### src/rtl/debounce_rr_scheduler.sv
// rtl/debounce_rr_scheduler.sv - switch debouncer sharing one dwell timer across channels
// A round-robin arbiter hands the timer to one channel whose synchronized input disagrees with its level.
`timescale 1ns/1ps

module debounce_rr_scheduler #(
  parameter int CH = 4,
  parameter int N  = 21,
  localparam int GW = (CH > 1) ? $clog2(CH) : 1
) (
  input  logic          clk,
  input  logic          reset,
  input  logic [CH-1:0] sw,
  output logic [CH-1:0] db_level,
  output logic [CH-1:0] db_tick,
  output logic          busy,
  output logic [GW-1:0] grant_id
);

  typedef enum logic [1:0] {
    IDLE = 2'd0,
    RUN  = 2'd1
  } state_t;

  state_t        state;
  logic [CH-1:0] sync_a;
  logic [CH-1:0] sync_b;
  logic [CH-1:0] req;
  logic [N-1:0]  timer;
  logic [N-1:0]  timer_next;
  logic [GW-1:0] rr_ptr;
  logic [GW-1:0] ptr_after;
  logic [GW-1:0] pick;
  logic [GW:0]   cand;
  logic          found;

  assign req        = sync_b ^ db_level;
  assign timer_next = timer - N'(1);
  assign ptr_after  = (grant_id == GW'(CH - 1)) ? '0 : grant_id + GW'(1);

  // Walk offsets from the far end so the channel closest to rr_ptr wins.
  always_comb begin
    found = 1'b0;
    pick  = '0;
    cand  = '0;
    for (int k = CH - 1; k >= 0; k--) begin
      cand = {1'b0, rr_ptr} + (GW + 1)'(k);
      if (cand >= (GW + 1)'(CH)) begin
        cand = cand - (GW + 1)'(CH);
      end
      if (req[cand[GW-1:0]]) begin
        found = 1'b1;
        pick  = cand[GW-1:0];
      end
    end
  end

  always_ff @(posedge clk) begin
    if (reset) begin
      state    <= IDLE;
      sync_a   <= '0;
      sync_b   <= '0;
      db_level <= '0;
      db_tick  <= '0;
      busy     <= 1'b0;
      grant_id <= '0;
      timer    <= '0;
      rr_ptr   <= '0;
    end else begin
      sync_a  <= sw;
      sync_b  <= sync_a;
      db_tick <= '0;
      case (state)
        IDLE: begin
          if (found) begin
            grant_id <= pick;
            timer    <= '1;
            busy     <= 1'b1;
            state    <= RUN;
          end
        end
        RUN: begin
          if (sync_b[grant_id] == db_level[grant_id]) begin
            // Input bounced back before the dwell expired: drop the grant silently.
            busy   <= 1'b0;
            rr_ptr <= ptr_after;
            state  <= IDLE;
          end else if (timer_next == '0) begin
            db_level[grant_id] <= ~db_level[grant_id];
            db_tick[grant_id]  <= 1'b1;
            timer              <= timer_next;
            busy               <= 1'b0;
            rr_ptr             <= ptr_after;
            state              <= IDLE;
          end else begin
            timer <= timer_next;
          end
        end
        default: begin
          busy  <= 1'b0;
          state <= IDLE;
        end
      endcase
    end
  end

endmodule

### config.mk
export PLATFORM = sky130hd
export DESIGN_NAME = debounce_rr_scheduler
export DESIGN_NICKNAME = d
export VERILOG_FILES = /design/src/rtl/debounce_rr_scheduler.sv
export SDC_FILE = /design/constraint.sdc
export NUM_CORES = 1
export LEC_CHECK = 0
export BUFFER_PORTS_ARGS = -buffer_cell sky130_fd_sc_hd__buf_2
export CAP_MARGIN = 30
export CORE_MARGIN = 2
export CORE_UTILIZATION = 48
export CTS_CLUSTER_DIAMETER = 200
export CTS_CLUSTER_SIZE = 16
export DETAILED_ROUTE_END_ITERATION = 7
export PLACE_DENSITY = 0.68
export SLEW_MARGIN = 20
export SYNTH_ARGS = -nofsm -noshare
export SYNTH_HDL_FRONTEND = slang
export SYNTH_SLANG_ARGS = --single-unit
export TNS_END_PERCENT = 10
### constraint.sdc
create_clock -name clk -period 2.5 [get_ports clk]
set_input_delay 0.5 -clock clk [delete_from_list [all_inputs] [get_ports clk]]
set_output_delay 0.5 -clock clk [all_outputs]
set_load 0.01 [all_outputs]
Yosys cells after proc, flatten, opt, wreduce, memory -nomap -nowiden
Index checks and enable logic that the tools add are counted.
Word-level totals
  bits in registers: 44
  input bits: 6
  logic and storage cells: 91
Cells by class
  add/subtract/negate cells: 9
  $lt $le $gt $ge: 10
  equality and inequality tests: 6
  mux-type cells: 41
  bitwise logic cells: 5
  reduce and logical (&&, ||, !) cells: 11
Operator list (count)
  $mux 21: 2
  $pmux 21 s2: 1
  $mux 2: 14
  $logic_not 21->1: 1
  $sub 21x1->21 const B: 1
  $lt 2x3->1 const B: 5
  $mux 1: 14
  $bmux 1 s2: 6
  $ge 3x3->1 const B: 3
  $sub 2x1->2 const B: 4
  $add 2x2->3 const B: 2
  $reduce_and 2->1: 3
  $reduce_and 3->1: 2
  $bwmux 4: 1
  $ne 2x2->1 const B: 2
  $not 1->1: 4
  $pmux 2 s2: 1
  $reduce_bool 2->1: 2
  $reduce_or 4->1: 1
  $xor 4x4->4: 1
  $add 2x1->3 const B: 1
  $ge 2x3->1 const B: 1
  $ne 3x3->1 const B: 1
  $add 2x1->2 const B: 1
  other kinds (8): 8

Longest topological paths before layout
  depth after elaboration: 11
  depth in mapped cells: 10

Worst setup path before layout
OpenSTA, ideal clock, no wires.
  kind: reg2reg
  start point: register timer[0]
  end point: register rr_ptr[0]
  setup time: 0.121 ns
  arrival time: 2.416 ns
  data required time: 2.379 ns
  path slack: -0.037 ns
  stages on the path, launching flop included: 10
  buffers on the path: 1
  period minus slack after synthesis: 2.537 ns
  path through: dfxtp_1 buf_6 inv_1 ha_1 nor3b_1 nand4_1 o31ai_1 nand4_1 o32ai_2 mux2_2
Between the ends
  longest elaborated chain between the ends: 4
RTL lines
  from (decl): RTL line 28  | logic [N-1:0] timer;
  from (signal assigned): RTL line 90  | timer <= timer_next;
  from (signal assigned): RTL line 95  | timer <= timer_next;
  $sub 21x1->21: RTL line 37  | assign timer_next = timer - N'(1);
  $logic_not 21->1: RTL line 87  | end else if (timer_next == '0) begin
  $reduce_bool 2->1 (no source line)
  $reduce_and 2->1 (no source line)
  to (signal assigned): RTL line 85  | rr_ptr <= ptr_after;
  to (signal assigned): RTL line 92  | rr_ptr <= ptr_after;
  to (decl): RTL line 30  | logic [GW-1:0] rr_ptr;
No other way between the ends.
A chain may end at the register's enable or synchronous reset.

Worst setup path after layout
  start point: register timer[0]
  end point: register db_tick[1]
Between the ends
  longest elaborated chain between the ends: 4
RTL lines
  $sub 21x1->21: RTL line 37
  $logic_not 21->1: RTL line 87
  $not 1->1 (no source line)
  $reduce_or 4->1 (no source line)
  to (signal assigned): RTL line 63  | db_tick <= '0;
  to (signal assigned): RTL line 71  | db_tick <= '0;
  to (signal, indexed assignment): RTL line 89  | db_tick[grant_id] <= 1'b1;
  to (decl): RTL line 14  | output logic [CH-1:0] db_tick,
No other way between the ends.

==> flow_metrics.py <==
metrics = {
    "final_layout": {
        "syn_to_final_growth_pct": 13.75,
        "drive_above_1_share": 0.2262,
        "postLayoutCellArea_sq_um": 2815,
        "finalNonFillerCells": 375,
        "diodes": 0,
        "layout_commonest_cell": "dfxtp_1",
        "final_cell_mix": "42 x dfxtp_1, 25 x nor2_1, 25 x buf_4, 21 x a21oi_1, 16 x buf_2",
        "nets": 316,
    },
    "setup_path": {
        "crit_slowest_cell": "or4_4",
        "cp_common_cell": "or4_4",
        "cpLargestDelayFamily": "simple AND/OR/NAND/NOR gates",
        "crit_fanout": 5,
        "rr_worst_depth": 6,
        "startpoint": "timer[0]",
        "max_stage_delay_ns": 0.54,
        "criticalPathCategory": "reg2reg",
        "r2r_slack_ns": 0.08,
        "worstPathCellList": "or4_4, or4_4, a221o_1, nor3_1, nand4_1, nor3b_1",
        "crit_required_ns": 2.71,
        "setup.worst_path.end_class": "flip-flop",
        "reg2reg_to": "db_tick[1]",
        "cp.arrival_ns": 2.63,
        "start_kind": "flip-flop",
        "rr_startpoint": "timer[0]",
        "critPathBufInv": 0,
    },
    "placed_design": {
        "hpwlAfterDp_mm": 3.919,
        "portBuffers": 16,
        "place_congestion": 0.8896,
        "place_area_sq_um": 2649,
        "place_inst": 365,
        "post-place-ws_ns": 0.07919,
    },
    "hold_path": {
        "whs_path_depth": 2,
        "hold_end": "sync_a[3]",
        "hold_start": "sw[3]",
        "hold_path_class": "in2reg",
    },
    "sta": {
        "period_needed_ns": 2.423,
        "skew_ns": 0.008181,
        "fmaxAchievable_ghz": 0.4127,
        "setup_viol": 0,
        "fin_ws_ns": 0.07716,
        "fin_tns_setup_ns": 0,
        "slew-limit-headroom": 0.4674,
        "final-hold-violation-count": 0,
        "fin_crit_sh": 0.9691,
        "rsz0062_at_grt": "true",
        "drv_slew": 0,
        "worstMarginPinSlew_ns": 0.7989,
    },
    "die": {
        "die_h_um": 75.81,
        "initial_utilization": 0.4908,
        "die_area_sq_um": 5746,
        "dieWidth_um": 75.81,
        "core-area_sq_um": 5042,
        "ioPinCount": 17,
        "rows": 26,
    },
    "synthesis": {
        "syn-num-nets": 290,
        "synth_cells": 278,
        "synth_ff_type": "dfxtp_1",
        "netlist_area_sq_um": 2475,
        "synthArstFlopShare": 0,
        "syn_avg_cell_area_sq_um": 8.902,
        "synth_edf_count": 0,
        "synth-warning-count": 0,
        "synth_area_leader_cell": "dfxtp_1",
        "synth_cell_types": 59,
        "synth_top_area_share": 0.3397,
        "ys_ff_latch": 42,
        "yosys-top-cells-area": "dfxtp_1 34%, a21oi_1 4.2%, a311oi_1 4.2%, nor2_1 3.8%, ha_1 3.0%",
        "seq_area_frac_synth": 0.3397,
    },
    "cts": {
        "ctsHtreeMaxLevel": 2,
        "clock-sinks": 42,
        "clock_latency_ns": 0.30,
        "cts_buffers": 5,
        "cts_tree": "yes",
        "cts_root_buf": "clkbuf_8",
        "cts.clk_slew.worst_paths_ns": 0.08,
        "max-clock-path-buffers": 2,
    },
    "grt": {
        "grtUsageTotal": 0.2099,
        "overflow": 0,
        "grt_pass1_wl_mm": 9.156,
        "grt_pass1_vias": 1834,
        "grt_max_degree": 46,
        "antenna_found_initial": 0,
    },
    "run": {
        "cap_violations": 0,
    },
    "drt": {
        "routed_via_density": 5.704,
        "drtIter0Drc": 147,
        "drcViolationCount": 0,
        "ant_nets": 0,
        "dr.pass1.iters": 6,
        "wl_mm": 5.569,
        "vias": 2139,
        "wl_per_cell_um": 14.85,
    },
    "pwr": {
        "power_leakage_nw": 1.097,
        "power_density_nw_per_um2": 671.3,
        "vdd_drop_max_mv": 0.4228,
    },
    "run_status": {
        "status": "finished clean",
    },
}
-- worst reg2reg max path: cells and delay by family, from the launching register on --
| family | cells | cell delay, ns |
|---|---|---|
| AO/OA/AOI/OAI | 1 | 0.34 |
| flip-flops | 1 | 0.34 |
| AND/OR/NAND/NOR | 5 | 1.65 |
-- layer usage --
metal | vias to the layer above | GRT usage | share of wire
met1 | 1005 | 0.3236 | 0.53
met3 | 6 | 0.04101 | 0.035
li1 | 1093 | - | -
met2 | 35 | 0.2864 | 0.43
met4 | 0 | 0.07407 | 0.0095
met5 | - | 0 | 0
-- Yosys cell counts, types with 3 or more instances --
| library cell | instances |
|---|---|
| a211o_1 | 5 |
| a211oi_1 | 3 |
| a21oi_1 | 21 |
| a311oi_1 | 12 |
| a31oi_1 | 3 |
| buf_6 | 4 |
| clkbuf_1 | 10 |
| clkbuf_8 | 3 |
| dfxtp_1 | 42 |
| ha_1 | 6 |
| inv_1 | 5 |
| mux2i_1 | 5 |
| nand2_1 | 10 |
| nand2b_1 | 8 |
| nand3_1 | 4 |
| nand4_1 | 11 |
| nor2_1 | 25 |
| nor2b_1 | 9 |
| nor3_1 | 14 |
| nor3b_1 | 5 |
| nor4_1 | 4 |
| nor4b_1 | 3 |
| o21ai_0 | 11 |
| o21ba_2 | 3 |
| o31ai_1 | 3 |
| xnor2_1 | 4 |
| xor2_1 | 6 |
-- how the worst max path moves through the flow --
stage / slack, ns / cells after the start / end
floorplan: 0.03 / 7 / rr_ptr[0]
global placement: 0.16 / 6 / rr_ptr[0]
detailed placement: 0.08 / 8 / rr_ptr[0]
CTS: 0.07 / 8 / rr_ptr[0]
global route: -0.02 / 6 / db_tick[1]
finish: 0.08 / 6 / db_tick[1]
-- registers in the layout (all words and copies together), names as in the netlist --
register / count
sync_a: 4
db_level: 4
sync_b: 4
timer: 21
rr_ptr: 2
busy: 1
grant_id: 2
db_tick: 4
-- power by group --
part | total, mW | switching, mW | internal (mW) | leakage (nW)
Clock | 0.643 | 0.242 | 0.400 | 0.0683
Sequential | 0.799 | 0.0765 | 0.723 | 0.346
Combinational | 0.448 | 0.236 | 0.211 | 0.683
-- kinds of logic (layout without fill, tap and decap cells) --
| logic type | after synthesis | in the layout | share of synthesized area |
|---|---|---|---|
| and+or+nand+nor | 112 | 112 | 0.2639 |
| DFF | 42 | 42 | 0.3397 |
| buffers and inverters | 27 | 54 | 0.07684 |
| xor gates and xnor gates | 10 | 10 | 0.03539 |
| muxes | 8 | 8 | 0.04398 |
| AOI/OAI and AO/OA | 73 | 73 | 0.2098 |
| adders and majority gates | 6 | 6 | 0.03033 |
-- stage by stage --
stage               total power [mW]    util  hold slack, ns
floorplan                      1.144       -          0.4138
global placement               1.240  0.5253          0.4151
detailed placement             1.250  0.5253          0.4266
CTS                            1.895  0.5526          0.4014
global route                   1.995  0.5583          0.4239
finish                         1.890  0.5583          0.4054
-- layout make-up --
cell class              instances  area, sq um
clock buffers                   5        68.82
repair buffers                 41        267.8
inverters                       5        18.77
well taps                      70        87.58
flip-flops and latches         42        840.8
fillers                       465         2227
multi-input cells             209         1463
clock inverters                 3        68.82
-- repair_timing --
action,4_1_cts,5_1_grt
hold endpoints to repair,0,0
setup buffers,0,2
setup endpoints to repair,0,11
hold buffers,0,0
gates resized for setup,0,2
(Power assumes the default switching activity.)
